===== src/rtl/inst_fetch.sv =====
// inst_fetch: instruction fetch stage for the five-level pipeline CPU.
// Owns the PC, drives the instruction memory read port (combinational
// read, data valid in the same cycle as the address) and captures the
// returned word into the IF/ID pipeline register.
//
// Ports:
//   clk, rst         clock, asynchronous active-low reset
//   stall            hold PC and IF/ID (load-use hazard)
//   flush/flush_addr redirect, highest priority, always squashes
//   jump_en/jump_addr taken branch/jump from ID
//   rom_ce/rom_addr  memory enable / byte address (== PC)
//   rom_data         instruction word from memory
//   id_pc/id_inst/id_valid  IF/ID register; id_inst 0 with id_valid 0 = bubble
//   fetch_err        sticky misaligned-redirect fault
//
// Optional feature: define BRANCH_DELAY_SLOT_EN to let the word after a
// taken jump (the delay slot) be captured valid instead of squashed.
module inst_fetch #(
  parameter logic [31:0] RESET_PC = 32'h0000_0000
) (
  input  logic        clk,
  input  logic        rst,
  input  logic        stall,
  input  logic        flush,
  input  logic [31:0] flush_addr,
  input  logic        jump_en,
  input  logic [31:0] jump_addr,
  output logic        rom_ce,
  output logic [31:0] rom_addr,
  input  logic [31:0] rom_data,
  output logic [31:0] id_pc,
  output logic [31:0] id_inst,
  output logic        id_valid,
  output logic        fetch_err
);

  typedef enum logic [1:0] {
    IDLE  = 2'd0,
    FETCH = 2'd1,
    ERR   = 2'd2
  } state_t;

  state_t      state;
  logic [31:0] pc;

  // Memory always sees the PC, even when disabled.
  assign rom_addr = pc;

  always_ff @(posedge clk or negedge rst) begin
    if (!rst) begin
      state     <= IDLE;
      pc        <= RESET_PC;
      rom_ce    <= 1'b0;
      id_pc     <= 32'h0;
      id_inst   <= 32'h0;
      id_valid  <= 1'b0;
      fetch_err <= 1'b0;
    end else begin
      case (state)
        IDLE: begin
          state    <= FETCH;
          rom_ce   <= 1'b1;
          id_pc    <= pc;
          id_inst  <= 32'h0;
          id_valid <= 1'b0;
        end
        FETCH: begin
          if (flush) begin
            // Squashed slot keeps its pc in id_pc for debug visibility.
            id_pc    <= pc;
            id_inst  <= 32'h0;
            id_valid <= 1'b0;
            if (|flush_addr[1:0]) begin
              state     <= ERR;
              rom_ce    <= 1'b0;
              fetch_err <= 1'b1;
            end else begin
              pc <= flush_addr;
            end
          end else if (stall) begin
            // Hold everything; ID re-asserts any pending jump after the stall.
          end else if (jump_en) begin
            if (|jump_addr[1:0]) begin
              state     <= ERR;
              rom_ce    <= 1'b0;
              fetch_err <= 1'b1;
              id_pc     <= pc;
              id_inst   <= 32'h0;
              id_valid  <= 1'b0;
            end else begin
              pc    <= jump_addr;
              id_pc <= pc;
`ifdef BRANCH_DELAY_SLOT_EN
              id_inst  <= rom_data;
              id_valid <= 1'b1;
`else
              id_inst  <= 32'h0;
              id_valid <= 1'b0;
`endif
            end
          end else begin
            id_pc    <= pc;
            id_inst  <= rom_data;
            id_valid <= 1'b1;
            pc       <= pc + 32'd4;
          end
        end
        ERR: begin
          // Frozen until reset; bubble already loaded on entry.
        end
        default: begin
          state  <= IDLE;
          rom_ce <= 1'b0;
        end
      endcase
    end
  end

endmodule


===== config.mk =====
export PLATFORM = sky130hd
export DESIGN_NAME = inst_fetch
export DESIGN_NICKNAME = d
export VERILOG_FILES = /design/src/rtl/inst_fetch.sv
export SDC_FILE = /design/constraint.sdc
export NUM_CORES = 1
export LEC_CHECK = 0
export ABC_AREA = 1
export CORE_MARGIN = 1.5
export CORE_UTILIZATION = 44
export CTS_CLUSTER_SIZE = 40
export DETAILED_ROUTE_END_ITERATION = 8
export GPL_ROUTABILITY_DRIVEN = 0
export PLACE_DENSITY = 0.81
export SETUP_SLACK_MARGIN = 0.1
export SYNTH_ARGS = -nofsm -noshare
export SYNTH_HDL_FRONTEND = slang
export SYNTH_SLANG_ARGS = --single-unit

===== constraint.sdc =====
create_clock -name clk -period 1.93 [get_ports clk]
set_input_delay 0.2895 -clock clk [delete_from_list [all_inputs] [get_ports clk]]
set_output_delay 0.2895 -clock clk [all_outputs]
set_load 0.05 [all_outputs]

* Yosys cells after proc, flatten, opt, wreduce, memory -nomap -nowiden
Index checks and enable logic that the tools add are counted.
Word-level totals: input port bits 101, output and inout bits 99, register bits 101, logic and storage cells 62
Cells by class: reduce and logical (&&, ||, !) cells 10, bitwise operators 1, equal/unequal tests 10, $add $sub $neg 1, multiplexer cells 33
Operators by type and width (number):
- $mux W32 | 10
- $pmux W32 S2 | 2
- $add A32 B3 Y32 const B | 1
- $ne A3 B3 Y1 const B | 5
- $mux W1 | 13
- $mux W2 | 5
- $reduce_and A5 Y1 | 2
- $pmux W2 S3 | 1
- $reduce_bool A2 Y1 | 3
- $ne A2 B1 Y1 const B | 2
- $reduce_and A4 Y1 | 1
- $reduce_or A2 Y1 | 2
- $pmux W1 S3 | 1
- $eq A2 B1 Y1 const B | 1
- $eq A2 B2 Y1 const B | 1
- $logic_not A2 Y1 | 1
- $ne A2 B2 Y1 const B | 1
- $pmux W1 S2 | 1
- $reduce_and A2 Y1 | 1
- $not A1 Y1 | 1

* Logic depth before layout (Yosys ltp)
Gate-level depths: netlist of the first run.
depth in word-level cells 6, gate-level depth with buffers 10, depth with buffers taken out 9

* Worst setup path before layout of the first run
Ideal clock, no wire load.
path type flip-flop to flip-flop, start reg pc[3], in the netlist rom_addr[3], end reg pc[26], in the netlist rom_addr[26], period minus slack after synthesis 1799 ps, path buffers 0, data required time 1852 ps, arrival time 1722 ps, setup time 78 ps, stages on the path, launching flop included 10, setup slack 131 ps, cells stage by stage dfrtp_1 ha_1 nand2_1 nor2_4 nand2_2 nor2_2 nand2_1 nand2_1 nand3_1 a21oi_1
Between the ends: longest elaborated chain between the ends 4
RTL lines:
- start: declaration | RTL line 44 | logic [31:0] pc;
- start signal: assignment | RTL line 78 | pc <= flush_addr;
- start signal: assignment | RTL line 91 | pc <= jump_addr;
- start signal: assignment | RTL line 105 | pc <= pc + 32'd4;
- $add A32 B3 Y32 | RTL line 105
- $mux W32 | RTL line 82 | end else if (jump_en) begin
- $mux W32 | RTL line 80 | end else if (stall) begin
- $mux W32 | RTL line 68 | if (flush) begin
Every way passes these cells. The select of a mux whose other input is x is not followed. A chain may end at the register's enable or synchronous reset.

* Worst setup path in the final report of the first run
start reg id_inst[31], end out id_inst[31]
RTL lines:
- start: declaration | RTL line 32 | output logic [31:0] id_inst,
- start signal: assignment | RTL line 103 | id_inst <= rom_data;
No word-level cell between the ends.

==> results.yml, run 1 <==
grt:
  grt_pass1_wl_mm: 25.6
  globalRouteOverflowTotal: 0
  grt.total_usage: 0.260
  grt_pass1_vias: 5090
  grt_max_degree: 101
  antenna_found_initial: 0
setup_path:
  reg2reg_to: "rom_addr[28]$_DFFE_PN0P_"
  crit_family: "buffers and inverters"
  crit_required_ns: 1.64
  critPathCaptureType: "primary output"
  crit_path_max_fanout: 2
  timing.rr.start: "rom_addr[2]$_DFFE_PN0P_"
  rr_worst_depth: 9
  start_kind: "flop"
  crit_path_top_delay_cell: "clkdlybuf4s50_1"
  critPathBufInv: 1
  slowest_delay_ns: 0.81
  cp_cell_sequence: "clkdlybuf4s50_1"
  cp.arrival_ns: 1.53
  critical_path_class: "flop to primary output"
  r2r_slack_ns: 0.24
sta:
  setup_violations: 0
  finalHoldViolCount: 16
  slew_violations: 0
  clock_skew_ns: 0.0115
  rsz0062_at_grt: "false"
  worst_slew_pin_slew_ns: 0.544
  fin_crit_ns: 1.82
  setup_slack_ns: 0.111
  fin_crit_sh: 0.942
  fin_hold_ws_ns: -0.0279
  slew_headroom: 0.637
  clock.fmax_ghz: 0.550
run_status:
  failed_checks: "hold timing"
  status: "complete, but fails checks"
detailed_routing:
  dr_wl_met3_mm: 1.52
  dr_wl_met2_mm: 7.38
  drt-met1-wl_mm: 6.71
  highest_layer: "met4"
  ant_nets: 0
  route.detailed.drc: 0
  vias: 5282
  viasPerCell: 5.37
  drt-total-wl_mm: 15.9
  drt_iter0_markers: 605
  wire_per_inst_um: 16.1
  dr.pass1.iters: 5
pwr:
  vdd_drop_max_mv: 0.721
  power_density_nw_per_um2: 1620
  static-leakage-power_nw: 3.76
  power_mw: 12.3
place:
  dpl.hpwl_mm: 11.8
  dp_cells: 966
  dp_slack_ns: -0.0509
  portBuffers: 199
synthesis:
  synth_seq_cells: 100
  yosysUniqueCellTypes: 31
  syn-cell-area_um2: 5120
  synthCells: 642
  ys_warn_count: 0
  synth_nets: 744
  synth.avg_cell_area_um2: 7.97
  seq_area_frac_synth: 0.489
floorplanning:
  rows: 39
  io_pins: 200
  die_h_um: 111
  core_um2: 11400
  die_w_um: 111
  die_area_um2: 12300
  start_util: 0.450
layout:
  antennaDiodeCount: 0
  mostFrequentLayoutCell: "nand2_1"
  fillCellCount: 950
  mostFrequentLayoutCells: "nand2_1 (186), clkdlybuf4s50_1 (131), dfrtp_1 (99)"
  final_core_util: 0.666
  drive_gt1_frac: 0.0963
  fin_cells: 984
  finalNetCount: 938
  area_growth_pct: 48.0
clock_tree:
  cts_buffer_depth: 2
  cts_max_level: 3
  numCtsBuffers: 9
  cts_sinks: 100
  clkTransAtPathRegs_ns: 0.08
  cts_tree: "yes"
  worstSkewPairLatency_ns: 0.35
  cts-root-buf: "clkbuf_16"
flow_run:
  cap_violations: 0
min_path:
  hold_class: "input pin to asynchronous set/reset pin"
## worst max path at each step
| stage | cells after the start | endpoint | slack [ns] | from |
|---|---|---|---|---|
| 6_report | 1 | id_inst[31] | 0.11 | id_inst[31]$_DFFE_PN0P_ |
| 5_1_grt | 1 | id_inst[31] | 0.08 | id_inst[31]$_DFFE_PN0P_ |
| 4_1_cts | 1 | id_pc[18] | 0.10 | id_pc[18]$_DFFE_PN0P_ |
| 3_5_place_dp | 9 | rom_addr[13]$_DFFE_PN0P_ | -0.05 | flush |
| 3_3_place_gp | 9 | rom_addr[13]$_DFFE_PN0P_ | -0.008 | flush |
| 2_1_floorplan | 9 | rom_addr[26]$_DFFE_PN0P_ | 0.13 | rom_addr[3]$_DFFE_PN0P_ |
## area by class of cell
type                    instances  area (um2)  area share
flip-flops and latches        100        2500       0.331
multi-input cells             464        2270       0.300
repair buffers                217        2160       0.286
clock buffers                   9         225      0.0297
well taps                     143         179      0.0236
inverters                      44         168      0.0221
clock inverters                 7        60.1     0.00793
## state kept, by name, summed over array words and instances, names as in the netlist
name       flops
id_inst       32
id_pc         32
rom_addr      32
fetch_err      1
id_valid       1
rom_ce         1
state          1
## per-stage QoR
step	hold WS (ns)	setup TNS (ns)	cell area, um2
final	-0.0279	0	7570
after CTS	0.0281	0	7470
after global routing	0.0338	0	7570
after detailed placement	0.392	-0.485	7210
after floorplan	-0.00609	0	5120
after global placement	0.386	-0.00793	7210
## synthesized netlist by cell type (all sizes together)
master,count,area share
o21ai,49,0.050
nor2,90,0.071
nand2,189,0.14
and2,2,0.0024
dfrtp,100,0.49
or2,1,0.0012
buf,18,0.027
o211ai,2,0.0029
a21oi,18,0.020
a31oi,5,0.0061
xnor2,1,0.0017
inv,44,0.033
xor2,3,0.0051
a32o,32,0.063
clkbuf,16,0.012
ha,1,0.0024
nand3,66,0.066
a22oi,5,0.0073
## cells by family after synthesis
kind of cell,count (synthesis),share of synthesized area
fa+ha+maj,1,0.00245
compound gates,111,0.149
buf+inv,78,0.0714
flops,100,0.489
simple gates,348,0.281
xor+xnor,4,0.00685
## layer usage
metal / GRT usage / up-vias
li1: - / 2528
met1: 0.342 / 2439
met2: 0.429 / 297
met3: 0.0552 / 18
met4: 0.0855 / 0
met5: 0 / -
## timing repair
item,4_1_cts,5_1_grt
buffers inserted,0,2
endpoints found under the hold margin,0,0
hold buffers,0,0
gates cloned,0,0
pin swaps,0,1
resized for setup,18,31
setup endpoints to repair,18,34
## where the power goes
part / switching, mW / leakage, nW / internal, mW / total (mW)
Combinational: 4.74 / 2.38 / 2.10 / 6.84
Clock: 0.852 / 0.138 / 0.903 / 1.75
Sequential: 0.785 / 1.24 / 2.88 / 3.67
Total: 6.38 / 3.76 / 5.88 / 12.3
Power figures use the tool's default switching activity.
==> inputs of run 2 (changes only) <==
--- a/config.mk
+++ b/config.mk
@@ -7,11 +7,13 @@
 export LEC_CHECK = 0
 export ABC_AREA = 1
 export CORE_MARGIN = 1.5
-export CORE_UTILIZATION = 44
+export CORE_UTILIZATION = 38
 export CTS_CLUSTER_SIZE = 40
 export DETAILED_ROUTE_END_ITERATION = 8
 export GPL_ROUTABILITY_DRIVEN = 0
-export PLACE_DENSITY = 0.81
+export HOLD_SLACK_MARGIN = 0.08
+export PLACE_DENSITY = 0.71
+export REMOVE_ABC_BUFFERS = 1
 export SETUP_SLACK_MARGIN = 0.1
 export SYNTH_ARGS = -nofsm -noshare
 export SYNTH_HDL_FRONTEND = slang
==> run 2 against run 1 <==
Against the previous run:
- register-to-register slack got worse by 0.04 ns
- maximum frequency rose by 0.54%
- wire length rose by 1.5%
- largest cell class unchanged
- critical path depth did not move
- the flow now finishes without violations
- non-clock buffer count rose by 2
- design area rose by 0.61%
==> results.yml, run 2 (synthesis results as in run 1) <==
setup_path:
  crit_required_ns: 1.64
  rr_worst_depth: 8
  crit_path_max_fanout: 2
  cp.arrival_ns: 1.52
  crit_path_top_delay_cell: "clkdlybuf4s50_1"
  crit_family: "buffers and inverters"
  critical_path_class: "flop to primary output"
  reg2reg_to: "rom_addr[16]$_DFFE_PN0P_"
  timing.rr.start: "rom_addr[2]$_DFFE_PN0P_"
  slowest_delay_ns: 0.81
  critPathCaptureType: "primary output"
  start_kind: "flop"
  cp_cell_sequence: "clkdlybuf4s50_1"
  critPathBufInv: 1
  r2r_slack_ns: 0.20
floorplanning:
  core_um2: 13200
  start_util: 0.388
  die_area_um2: 14200
  rows: 42
  io_pins: 200
  die_w_um: 119
  die_h_um: 119
pwr:
  static-leakage-power_nw: 3.62
  power_mw: 12.5
  vdd_drop_max_mv: 1.18
  power_density_nw_per_um2: 1640
run_status:
  status: "finished clean"
detailed_routing:
  drt-total-wl_mm: 16.1
  route.detailed.drc: 0
  wire_per_inst_um: 15.8
  drt_iter0_markers: 341
  dr.pass1.iters: 5
  viasPerCell: 5.09
  ant_nets: 0
  vias: 5172
sta:
  clock.fmax_ghz: 0.553
  slew_headroom: 0.629
  setup_slack_ns: 0.121
  worst_slew_pin_slew_ns: 0.556
  finalHoldViolCount: 0
  fin_hold_ws_ns: 0.415
  clock_skew_ns: 0.00949
  fin_crit_ns: 1.81
  fin_crit_sh: 0.937
  rsz0062_at_grt: "true"
  setup_violations: 0
  slew_violations: 0
clock_tree:
  clkTransAtPathRegs_ns: 0.06
  cts_sinks: 100
  numCtsBuffers: 9
  worstSkewPairLatency_ns: 0.35
  cts_tree: "yes"
  cts_max_level: 3
  cts_buffer_depth: 2
  cts-root-buf: "clkbuf_16"
layout:
  antennaDiodeCount: 0
  drive_gt1_frac: 0.0927
  area_growth_pct: 48.9
  fillCellCount: 1210
  finalNetCount: 940
  mostFrequentLayoutCell: "nand2_1"
  postLayoutCellArea_um2: 7620
  mostFrequentLayoutCells: "nand2_1 (187), clkdlybuf4s50_1 (148), dfrtp_1 (100)"
grt:
  antenna_found_initial: 0
  grt.total_usage: 0.230
  grt_max_degree: 59
  grt_pass1_vias: 4983
  globalRouteOverflowTotal: 0
  grt_pass1_wl_mm: 25.8
place:
  dp_slack_ns: -0.151
  post_dp_cell_area_um2: 7260
  portBuffers: 199
  dpl.hpwl_mm: 12.1
flow_run:
  cap_violations: 0
min_path:
  hold_class: "input pin to asynchronous set/reset pin"
run 2: cell types whose count changed in the layout (fill, tap and decap cells not counted), sizes merged:
cell / before / now
dlygate4sd2: 18 / 8
clkinvlp: 1 / 0
dlygate4sd3: 0 / 1
clkdlybuf4s50: 131 / 148
inv: 50 / 44
buf: 44 / 48
dlymetal6s2s: 24 / 14
clkbuf: 9 / 12
bufinv: 0 / 2
run 2: power breakdown:
part	internal (mW)	switching, mW	total (mW)
combinational	2.16	4.72	6.88
clock	1.16	0.739	1.90
sequential	2.88	0.799	3.68
total	6.20	6.26	12.5
run 2: final cells by class:
cell class                 count  area (um2)  share of cell area
tap                          176         220              0.0289
inverter                      44         170              0.0223
sequential                   100        2500               0.329
timing repair buffer         219        2160               0.284
clock buffer                  12         246              0.0324
multi-input combinational    464        2260               0.296
clock inverter                 2        60.1             0.00788
run 2: worst max-delay path by stage:
stage	depth (start not counted)	start	endpoint
after detailed placement	9	flush	rom_addr[13]$_DFFE_PN0P_
after floorplan	7	rom_ce$_DFFE_PN0P_	rom_addr[13]$_DFFE_PN0P_
after CTS	1	id_inst[1]$_DFFE_PN0P_	id_inst[1]
after global routing	8	rom_addr[3]$_DFFE_PN0P_	rom_addr[16]$_DFFE_PN0P_
after global placement	9	flush	rom_addr[13]$_DFFE_PN0P_
final	1	id_pc[27]$_DFFE_PN0P_	id_pc[27]
run 2: layer usage:
layer  wire length [um]  track usage
met5                  0            0
met4                257       0.0723
met1               7190        0.309
met2               7570        0.380
met3               1100       0.0417
run 2: stage by stage:
stage | TNS, ns | util | instances
after floorplan | -0.977 | - | 608
after global placement | -0.0882 | 0.551 | 1002
after detailed placement | -1.07 | 0.551 | 1002
after CTS | 0 | 0.574 | 1017
after global routing | 0 | 0.578 | 1017
final | 0 | 0.578 | 1017
run 2: what timing repair did:
action                                  in CTS  in global routing
resized for setup                            8                 17
buffers inserted                             0                  0
endpoints found under the setup margin       8                 18
endpoints found under the hold margin       30                  0
pin swaps                                    0                  0
hold buffers                                 1                  0
